$ cat src/rtl/calc_pkg.sv
// Shared types and constants for the calculator datapath blocks.
// Holds the digit width, the serial adder state encoding and the index-width helper.
package calc_pkg;

   localparam int NIBBLE_W = 4;

   typedef enum logic [1:0] {
      IDLE = 2'd0,
      ADD  = 2'd1,
      DONE = 2'd2
   } adder_state_t;

   // A one-digit adder still needs a 1-bit index register.
   function automatic int idx_width(input int nibbles);
      return (nibbles > 1) ? $clog2(nibbles) : 1;
   endfunction

endpackage

$ cat src/rtl/nibble_adder_4.sv
// Combinational 4-bit ripple-carry adder built from per-bit full adders.
// Shared by every digit step of the serial adder.
module nibble_adder_4 (
   input  logic [3:0] A_in4,
   input  logic [3:0] B_in4,
   input  logic       Carry_in,
   output logic [3:0] Sum_out4,
   output logic       Carry_out
);

   logic [4:0] w_carry;

   assign w_carry[0] = Carry_in;

   for (genvar g = 0; g < 4; g++) begin : g_fa
      assign Sum_out4[g]    = A_in4[g] ^ B_in4[g] ^ w_carry[g];
      assign w_carry[g + 1] = (A_in4[g] & B_in4[g]) | (w_carry[g] & (A_in4[g] ^ B_in4[g]));
   end

   assign Carry_out = w_carry[4];

endmodule

$ cat src/rtl/serial_nibble_adder.sv
// Multi-digit adder that processes one nibble per clock, LSB first, through one 4-bit cell.
// Signed overflow tracking is compiled in only when SERIAL_ADDER_OVERFLOW_EN is defined.
//
// state | meaning
// IDLE  | ready for a start request
// ADD   | one nibble summed per cycle, index 0..NIBBLES-1
// DONE  | result registers freshly loaded, one-cycle pulse
module serial_nibble_adder
   import calc_pkg::*;
#(
   parameter int NIBBLES = 4
) (
   input  logic                      Clock_in,
   input  logic                      Reset_in,
   input  logic                      Start_in,
   input  logic [NIBBLE_W*NIBBLES-1:0] A_in,
   input  logic [NIBBLE_W*NIBBLES-1:0] B_in,
   input  logic                      Carry_in,
   output logic                      Ready_out,
   output logic                      Busy_out,
   output logic                      Done_out,
   output logic [NIBBLE_W*NIBBLES-1:0] Sum_out,
   output logic                      Carry_out,
   output logic                      Overflow_out
);

   localparam int W     = NIBBLE_W * NIBBLES;
   localparam int IDX_W = idx_width(NIBBLES);
   localparam logic [IDX_W-1:0] LAST_IDX = IDX_W'(NIBBLES - 1);

   adder_state_t r_state;
   adder_state_t w_state_next;

   logic [W-1:0]        r_a;
   logic [W-1:0]        r_b;
   logic [W-1:0]        r_res;
   logic                r_carry;
   logic [IDX_W-1:0]    r_idx;
   logic [W-1:0]        r_sum;
   logic                r_cout;

   logic [NIBBLE_W-1:0] w_sum4;
   logic                w_cout4;
   logic [W-1:0]        w_res_next;
   logic                w_last;

   nibble_adder_4 u_cell (
      .A_in4     (r_a[NIBBLE_W-1:0]),
      .B_in4     (r_b[NIBBLE_W-1:0]),
      .Carry_in  (r_carry),
      .Sum_out4  (w_sum4),
      .Carry_out (w_cout4)
   );

   // New digit enters at the top; after NIBBLES shifts the result is aligned.
   assign w_res_next = (r_res >> NIBBLE_W) | (W'(w_sum4) << (W - NIBBLE_W));
   assign w_last     = (r_idx == LAST_IDX);

   always_ff @(posedge Clock_in) begin
      if (Reset_in) begin
         r_state <= IDLE;
      end else begin
         r_state <= w_state_next;
      end
   end

   always_comb begin
      w_state_next = r_state;
      case (r_state)
         IDLE:    if (Start_in) w_state_next = ADD;
         ADD:     if (w_last)   w_state_next = DONE;
         DONE:    w_state_next = IDLE;
         default: w_state_next = IDLE;
      endcase
   end

   always_ff @(posedge Clock_in) begin
      if (Reset_in) begin
         r_a     <= '0;
         r_b     <= '0;
         r_res   <= '0;
         r_carry <= 1'b0;
         r_idx   <= '0;
         r_sum   <= '0;
         r_cout  <= 1'b0;
      end else begin
         case (r_state)
            IDLE: begin
               if (Start_in) begin
                  r_a     <= A_in;
                  r_b     <= B_in;
                  r_carry <= Carry_in;
                  r_res   <= '0;
                  r_idx   <= '0;
               end
            end
            ADD: begin
               r_a     <= r_a >> NIBBLE_W;
               r_b     <= r_b >> NIBBLE_W;
               r_carry <= w_cout4;
               r_res   <= w_res_next;
               r_idx   <= r_idx + IDX_W'(1);
               if (w_last) begin
                  r_sum  <= w_res_next;
                  r_cout <= w_cout4;
               end
            end
            default: ;
         endcase
      end
   end

`ifdef SERIAL_ADDER_OVERFLOW_EN
   // Operand sign bits are shifted out of r_a/r_b, so they are kept separately.
   logic r_a_msb;
   logic r_b_msb;
   logic r_ovf;

   always_ff @(posedge Clock_in) begin
      if (Reset_in) begin
         r_a_msb <= 1'b0;
         r_b_msb <= 1'b0;
         r_ovf   <= 1'b0;
      end else begin
         if (r_state == IDLE && Start_in) begin
            r_a_msb <= A_in[W-1];
            r_b_msb <= B_in[W-1];
         end
         if (r_state == ADD && w_last) begin
            r_ovf <= (r_a_msb == r_b_msb) && (w_sum4[NIBBLE_W-1] != r_a_msb);
         end
      end
   end

   assign Overflow_out = r_ovf;
`else
   assign Overflow_out = 1'b0;
`endif

   assign Ready_out = (r_state == IDLE);
   assign Busy_out  = (r_state == ADD);
   assign Done_out  = (r_state == DONE);
   assign Sum_out   = r_sum;
   assign Carry_out = r_cout;

endmodule

$ cat config.mk
export PLATFORM = sky130hd
export DESIGN_NAME = serial_nibble_adder
export DESIGN_NICKNAME = d
export VERILOG_FILES = /design/src/rtl/calc_pkg.sv /design/src/rtl/nibble_adder_4.sv /design/src/rtl/serial_nibble_adder.sv
export SDC_FILE = /design/constraint.sdc
export NUM_CORES = 1
export LEC_CHECK = 0
export ABC_CLOCK_PERIOD_IN_PS = 2350
export CAP_MARGIN = 15
export CORE_MARGIN = 3
export CORE_UTILIZATION = 30
export CTS_CLUSTER_SIZE = 30
export DETAILED_ROUTE_END_ITERATION = 8
export SLEW_MARGIN = 20
export SYNTH_ARGS = -nofsm -noshare
export SYNTH_HDL_FRONTEND = slang
export SYNTH_SLANG_ARGS = --single-unit
$ cat constraint.sdc
create_clock -name Clock_in -period 2.35 [get_ports Clock_in]
set_input_delay 0.3525 -clock Clock_in [delete_from_list [all_inputs] [get_ports Clock_in]]
set_output_delay 0.3525 -clock Clock_in [all_outputs]
set_load 0.005 [all_outputs]
After elaboration in Yosys (flattened, before gate mapping)
Index checks and enable logic that the tools add are counted.
{ "classes": {"add_sub_neg": 1, "n_eq_ne": 5, "bitwise_logic": 21, "muxes": 13, "n_reduce_logical": 5} }
{ "op_table": {"columns": ["cell", "n"], "rows": [
  ["$pmux W16 S2", 3],
  ["$mux W16", 3],
  ["$or A12 B16 Y16", 1],
  ["$and A1 B1 Y1", 8],
  ["$pmux W2 S2", 2],
  ["$xor A1 B1 Y1", 8],
  ["$mux W2", 3],
  ["$reduce_and A2 Y1", 3],
  ["$eq A2 B2 Y1 const B", 2],
  ["$or A1 B1 Y1", 4],
  ["$add A2 B1 Y2 const B", 1],
  ["$eq A2 B1 Y1 const B", 1],
  ["$logic_not A2 Y1", 1],
  ["$ne A2 B1 Y1 const B", 1],
  ["$ne A2 B2 Y1 const B", 1],
  ["$pmux W1 S2", 1],
  ["$reduce_bool A2 Y1", 1],
  ["$mux W1", 1]
]} }
{ "totals": {"in_bits": 36, "regBits": 70, "out_inout_bits": 21} }

Longest topological paths before layout
Gate-level depths: netlist of the first run.
{ "depth": {"depth_word": 10, "ltp_mapped": 8, "depth_no_buf": 8} }

Hierarchy
From an unflattened synthesis of the first run, not the netlist that was laid out.
{ "hier_totals": {"cells_unflattened": 287, "hier_area_um2": 2730.1} }
{ "by_module_without_submodules": {"columns": ["module", "instances", "area_per_inst_um2", "seq_area_each_um2", "cells_each"], "rows": [
  ["serial_nibble_adder", 1, 2612.5, 1321.3, 273],
  ["nibble_adder_4", 1, 117.6, 0.0, 14]
]} }

Least setup slack after synthesis of the first run
No wires, ideal clock.
{ "synth_timing": {"kind": "register to register", "from": "reg r_a[0]", "to": "reg r_sum[15], in the netlist Sum_out[15]", "path_slack_ns": 0.136, "synth_period_minus_slack_ns": 2.214, "n_path_buf": 0, "stages_incl_launch_ff": 7, "arrival_time_ns": 2.127, "cell_sequence": "dfxtp_1 fa_1 fa_1 fa_1 inv_1 fa_1 a211oi_1"} }
{ "synth_via": {"elab_chain_cells": 9, "elab_cells_between_ends": 10, "classes_between": "bitwise: 10"} }
{ "synth_rtl": {"columns": ["item", "line_no", "rtl"], "rows": [
  ["start, declared", "serial_nibble_adder.sv:34", "logic [W-1:0] r_a;"],
  ["start signal, assigned", "serial_nibble_adder.sv:90", "r_a <= A_in;"],
  ["start signal, assigned", "serial_nibble_adder.sv:98", "r_a <= r_a >> NIBBLE_W;"],
  ["$xor A1 B1 Y1", "nibble_adder_4.sv:17", "assign w_carry[g + 1] = (A_in4[g] & B_in4[g]) | (w_carry[g] & (A_in4[g] ^ B_in4[g]));"],
  ["$and A1 B1 Y1", "nibble_adder_4.sv:17", null],
  ["$or A1 B1 Y1 (*)", "nibble_adder_4.sv:17", null],
  ["$and A1 B1 Y1 (*)", "nibble_adder_4.sv:17", null],
  ["$or A1 B1 Y1 (*)", "nibble_adder_4.sv:17", null],
  ["$and A1 B1 Y1 (*)", "nibble_adder_4.sv:17", null],
  ["$or A1 B1 Y1 (*)", "nibble_adder_4.sv:17", null],
  ["$xor A1 B1 Y1 (*)", "nibble_adder_4.sv:16", "assign Sum_out4[g] = A_in4[g] ^ B_in4[g] ^ w_carry[g];"],
  ["$or A12 B16 Y16 (*)", "serial_nibble_adder.sv:56", "assign w_res_next = (r_res >> NIBBLE_W) | (W'(w_sum4) << (W - NIBBLE_W));"],
  ["end signal, assigned", "serial_nibble_adder.sv:104", "r_sum <= w_res_next;"],
  ["end, declared", "serial_nibble_adder.sv:39", "logic [W-1:0] r_sum;"]
]} }
Every way passes the cells marked *; elsewhere a longest branch is shown, timed or not.
A chain may end at the register's enable or synchronous reset.

Worst setup path after layout of the first run
{ "layout_timing": {"from": "reg r_a[0]", "to": "reg r_res[15]"} }
{ "layout_via": {"elab_chain_cells": 10, "elab_cells_between_ends": 11, "classes_between": "mux: 1; bitwise: 10"} }
{ "layout_rtl": {"columns": ["item", "line_no", "rtl"], "rows": [
  ["$xor A1 B1 Y1", "nibble_adder_4.sv:17", null],
  ["$and A1 B1 Y1", "nibble_adder_4.sv:17", null],
  ["$or A1 B1 Y1 (*)", "nibble_adder_4.sv:17", null],
  ["$and A1 B1 Y1 (*)", "nibble_adder_4.sv:17", null],
  ["$or A1 B1 Y1 (*)", "nibble_adder_4.sv:17", null],
  ["$and A1 B1 Y1 (*)", "nibble_adder_4.sv:17", null],
  ["$or A1 B1 Y1 (*)", "nibble_adder_4.sv:17", null],
  ["$xor A1 B1 Y1 (*)", "nibble_adder_4.sv:16", null],
  ["$or A12 B16 Y16 (*)", "serial_nibble_adder.sv:56", null],
  ["$pmux W16 S2 (*)", "serial_nibble_adder.sv:87", "case (r_state)"],
  ["end signal, assigned", "serial_nibble_adder.sv:101", "r_res <= w_res_next;"],
  ["end, declared", "serial_nibble_adder.sv:36", "logic [W-1:0] r_res;"]
]} }
Marks and branches as above.

==> results of run 1 <==
==> cells by family (layout without fill, tap and decap cells) <==
logic type | Yosys count | in the layout | share of synthesized area
DFF | 66 | 66 | 0.470
adders and majority gates | 5 | 5 | 0.0329
buffers and inverters | 43 | 99 | 0.0956
and+or+nand+nor | 75 | 75 | 0.124
muxes | 11 | 11 | 0.0391
other | 1 | 1 | 0.00133
AOI/OAI and AO/OA | 84 | 84 | 0.237
==> timing repair <==
action | in CTS | in global routing
endpoints found under the setup margin | 0 | 3
buffers inserted | 0 | 0
resized for setup | 0 | 2
==> worst max-delay path, stage by stage (launching register included) <==
cell,delay (ns)
dfxtp_1,0.33
fa_2,0.39
fa_2,0.35
fa_1,0.37
inv_1,0.08
fa_1,0.43
inv_1,0.07
a22oi_1,0.07
nor2_1,0.09
==> per-layer routing <==
metal	wire length (um)	vias to the layer above
li1	-	1086
met1	3000	1040
met2	2850	51
met3	303	6
met4	82	0
met5	0	-
==> synthesized netlist by cell type <==
cell | instances | area [sq um]
buf_2 | 3 | 15.0
o21ba_4 | 1 | 16.3
o21ai_0 | 3 | 15.0
nor3b_2 | 1 | 12.5
o221a_1 | 7 | 78.8
nand3b_2 | 1 | 11.3
o21bai_2 | 1 | 11.3
and3b_1 | 1 | 8.76
buf_6 | 5 | 56.3
conb_1 | 1 | 3.75
nor2_1 | 27 | 101
mux2i_1 | 11 | 110
buf_12 | 2 | 40.0
nor2b_1 | 1 | 6.26
dfxtp_1 | 66 | 1320
a22oi_1 | 18 | 135
nand2b_2 | 1 | 8.76
a211oi_2 | 12 | 150
nor2_2 | 8 | 50.1
buf_1 | 1 | 3.75
a211oi_1 | 3 | 22.5
clkbuf_1 | 6 | 22.5
a21oi_1 | 32 | 160
fa_1 | 4 | 80.1
nand3b_1 | 3 | 22.5
nand2_1 | 30 | 113
o221a_2 | 7 | 78.8
buf_8 | 1 | 15.0
ha_1 | 1 | 12.5
and2b_1 | 2 | 15.0
inv_1 | 19 | 71.3
buf_4 | 6 | 45.0
==> placed cells by master, fill, tap and decap left out <==
cell and n:
o21bai_2 1, a22oi_1 18, inv_8 1, and2b_1 2, o221a_1 7, o21ba_4 1
o21ai_0 3, buf_2 1, ha_1 1, clkinv_4 2, nand3b_1 3, bufinv_16 1
o221a_2 7, fa_2 2, inv_1 19, clkdlybuf4s50_1 54, nor2b_1 1, a21oi_1 32
dfxtp_1 66, buf_4 8, fa_1 2, and3b_1 1, a211oi_2 12, nand3b_2 1
clkbuf_8 9, clkinv_2 1, mux2i_1 11, nor2_1 27, buf_12 1, a211oi_1 3
nor3b_2 1, conb_1 1, nor2_2 8, nand2_1 30, nand2b_2 1, clkinvlp_4 2
==> final timing paths <==
check / start / endpoint / slack, ns / depth (start not counted)
setup / recovery: r_a[0] / r_res[15] / 0.12 / 8
setup reg to reg: r_a[0] / r_res[15] / 0.12 / 8
hold / removal: Sum_out[5] / Sum_out[5] / 0.46 / 2
hold reg to reg: Sum_out[5] / Sum_out[5] / 0.46 / 2
==> power by group through the flow <==
stage / clock [mW] / sequential [mW] / combinational, mW
2_1_floorplan: 0 / 1.23 / 0.222
3_3_place_gp: 0 / 1.24 / 0.313
3_5_place_dp: 0 / 1.24 / 0.319
4_1_cts: 0.980 / 1.21 / 0.321
5_1_grt: 1.03 / 1.22 / 0.350
6_report: 0.957 / 1.21 / 0.320
==> state kept, by name, summed over array words and instances, names as in the netlist <==
register / flops
Sum_out: 16
r_a: 16
r_b: 16
r_state: 2
r_carry: 1
r_idx: 2
r_res: 12
Carry_out: 1
==> cell type report <==
class	count	area share
sequential	66	0.369
multi-input combinational	176	0.343
timing repair buffer	64	0.175
tap	108	0.0377
clock buffer	9	0.0346
clock inverter	7	0.0220
inverter	19	0.0199
==> through the flow <==
stage	worst slack [ns]	std cells	hold WS [ns]
2_1_floorplan	0.136	285	0.432
3_3_place_gp	0.0910	433	0.445
3_5_place_dp	0.0371	433	0.447
4_1_cts	0.0143	449	0.460
5_1_grt	0.0256	449	0.480
6_report	0.116	449	0.456
==> impl_metrics.ini, run 1 <==
[timing]
fin_crit_ns = 2.23
max_slew_margin = 0.631
fmax_mhz = 448
worst_pin_slew_ns = 0.554
tns_ns = 0
drv_slew = 0
finalSetupViolations = 0
grt_setup_unrepaired = no
post-route-period-util = 0.951
fin_skew_ns = 0.00790
hold_viol = 0

[finish]
final_util = 0.401
regArea_sq_um = 1320
final_layout_size_suffix_gt1_frac = 0.176
fin_area_sq_um = 3580
multi_input_comb_area_sq_um = 1230
antenna_cells = 0
fill_cells = 900
layout.nets = 377
syn_to_final_growth_pct = 27.4

[routing]
drt-pass1-iter-count = 5
drt_first_iter_violations = 71
via_per_inst = 4.86
wl_mm = 6.24
drc = 0
vias = 2183
ant_nets = 0
wl_per_cell_um = 13.9

[global_routing]
grt_pass1_wl_mm = 9.72
grt_max_degree = 41
antenna_found_initial = 0
grt_util_met1 = 0.165
grt_pass1_vias = 1977
track_usage = 0.120
overflow = 0
busiest_layer = met2
use_met2 = 0.180
use_met3 = 0.0345

[floorplan]
start_util = 0.315
ios = 57
die-width_um = 103
die_h_um = 103
die-area_sq_um = 10600
rows = 34
core-area_sq_um = 8930

[min_path]
hp-class = reg -> reg

[run]
max_cap_violations = 0

[power]
swShare = 0.262
power_frac_seq = 0.487
total_power_mw = 2.49
p_leak_nw = 1.30
intPower_mw = 1.84
ir_worst_vdd_uv = 298
p_per_area_nw_per_um2 = 695
comb_power_share = 0.128
switching_power_uw = 652
clockPowerShare = 0.384

[logic_synthesis]
netlist_instances = 285
syn_avg_cell_area_sq_um = 9.87
syn-cell-area_sq_um = 2810
ys_ff_latch = 66
ys_warn_count = 0
synthesis.nets = 326
ys_seq_area_frac = 0.470
ys_types = 32

[critical_path]
critPathKind = reg -> reg
worstPathMaxFanout = 2
end_kind = flip-flop
crit_arrival_ns = 2.51
required_ns = 2.63
start_kind = flip-flop

[cts]
path_clk_slew_ns = 0.08
clkLatencyLatePin_ns = 0.34
h-tree-depth = 3
cts_inserted_buffers = 9
holdBufCountCts = 0
cts.sink_count = 66
cts_tree = done
cts_buffer_depth = 2
cts-root-buf = clkbuf_8

[placed_design]
hpwl_mm = 4.28
place.gp.congestion = 0.783
buffer_ports.inserted = 55
dpl_cell_area_sq_um = 3380

[run_status]
outcome = completed
Power figures use the tool's default switching activity.
==> inputs of run 2 (changes only) <==
--- a/config.mk
+++ b/config.mk
@@ -9,6 +9,7 @@
 export CAP_MARGIN = 15
 export CORE_MARGIN = 3
 export CORE_UTILIZATION = 30
+export CTS_BUF_LIST = sky130_fd_sc_hd__clkbuf_4 sky130_fd_sc_hd__clkbuf_8
 export CTS_CLUSTER_SIZE = 30
 export DETAILED_ROUTE_END_ITERATION = 8
 export SLEW_MARGIN = 20
==> results of run 2 <==
Final layout, timing and power as in run 1 (identical DEF).
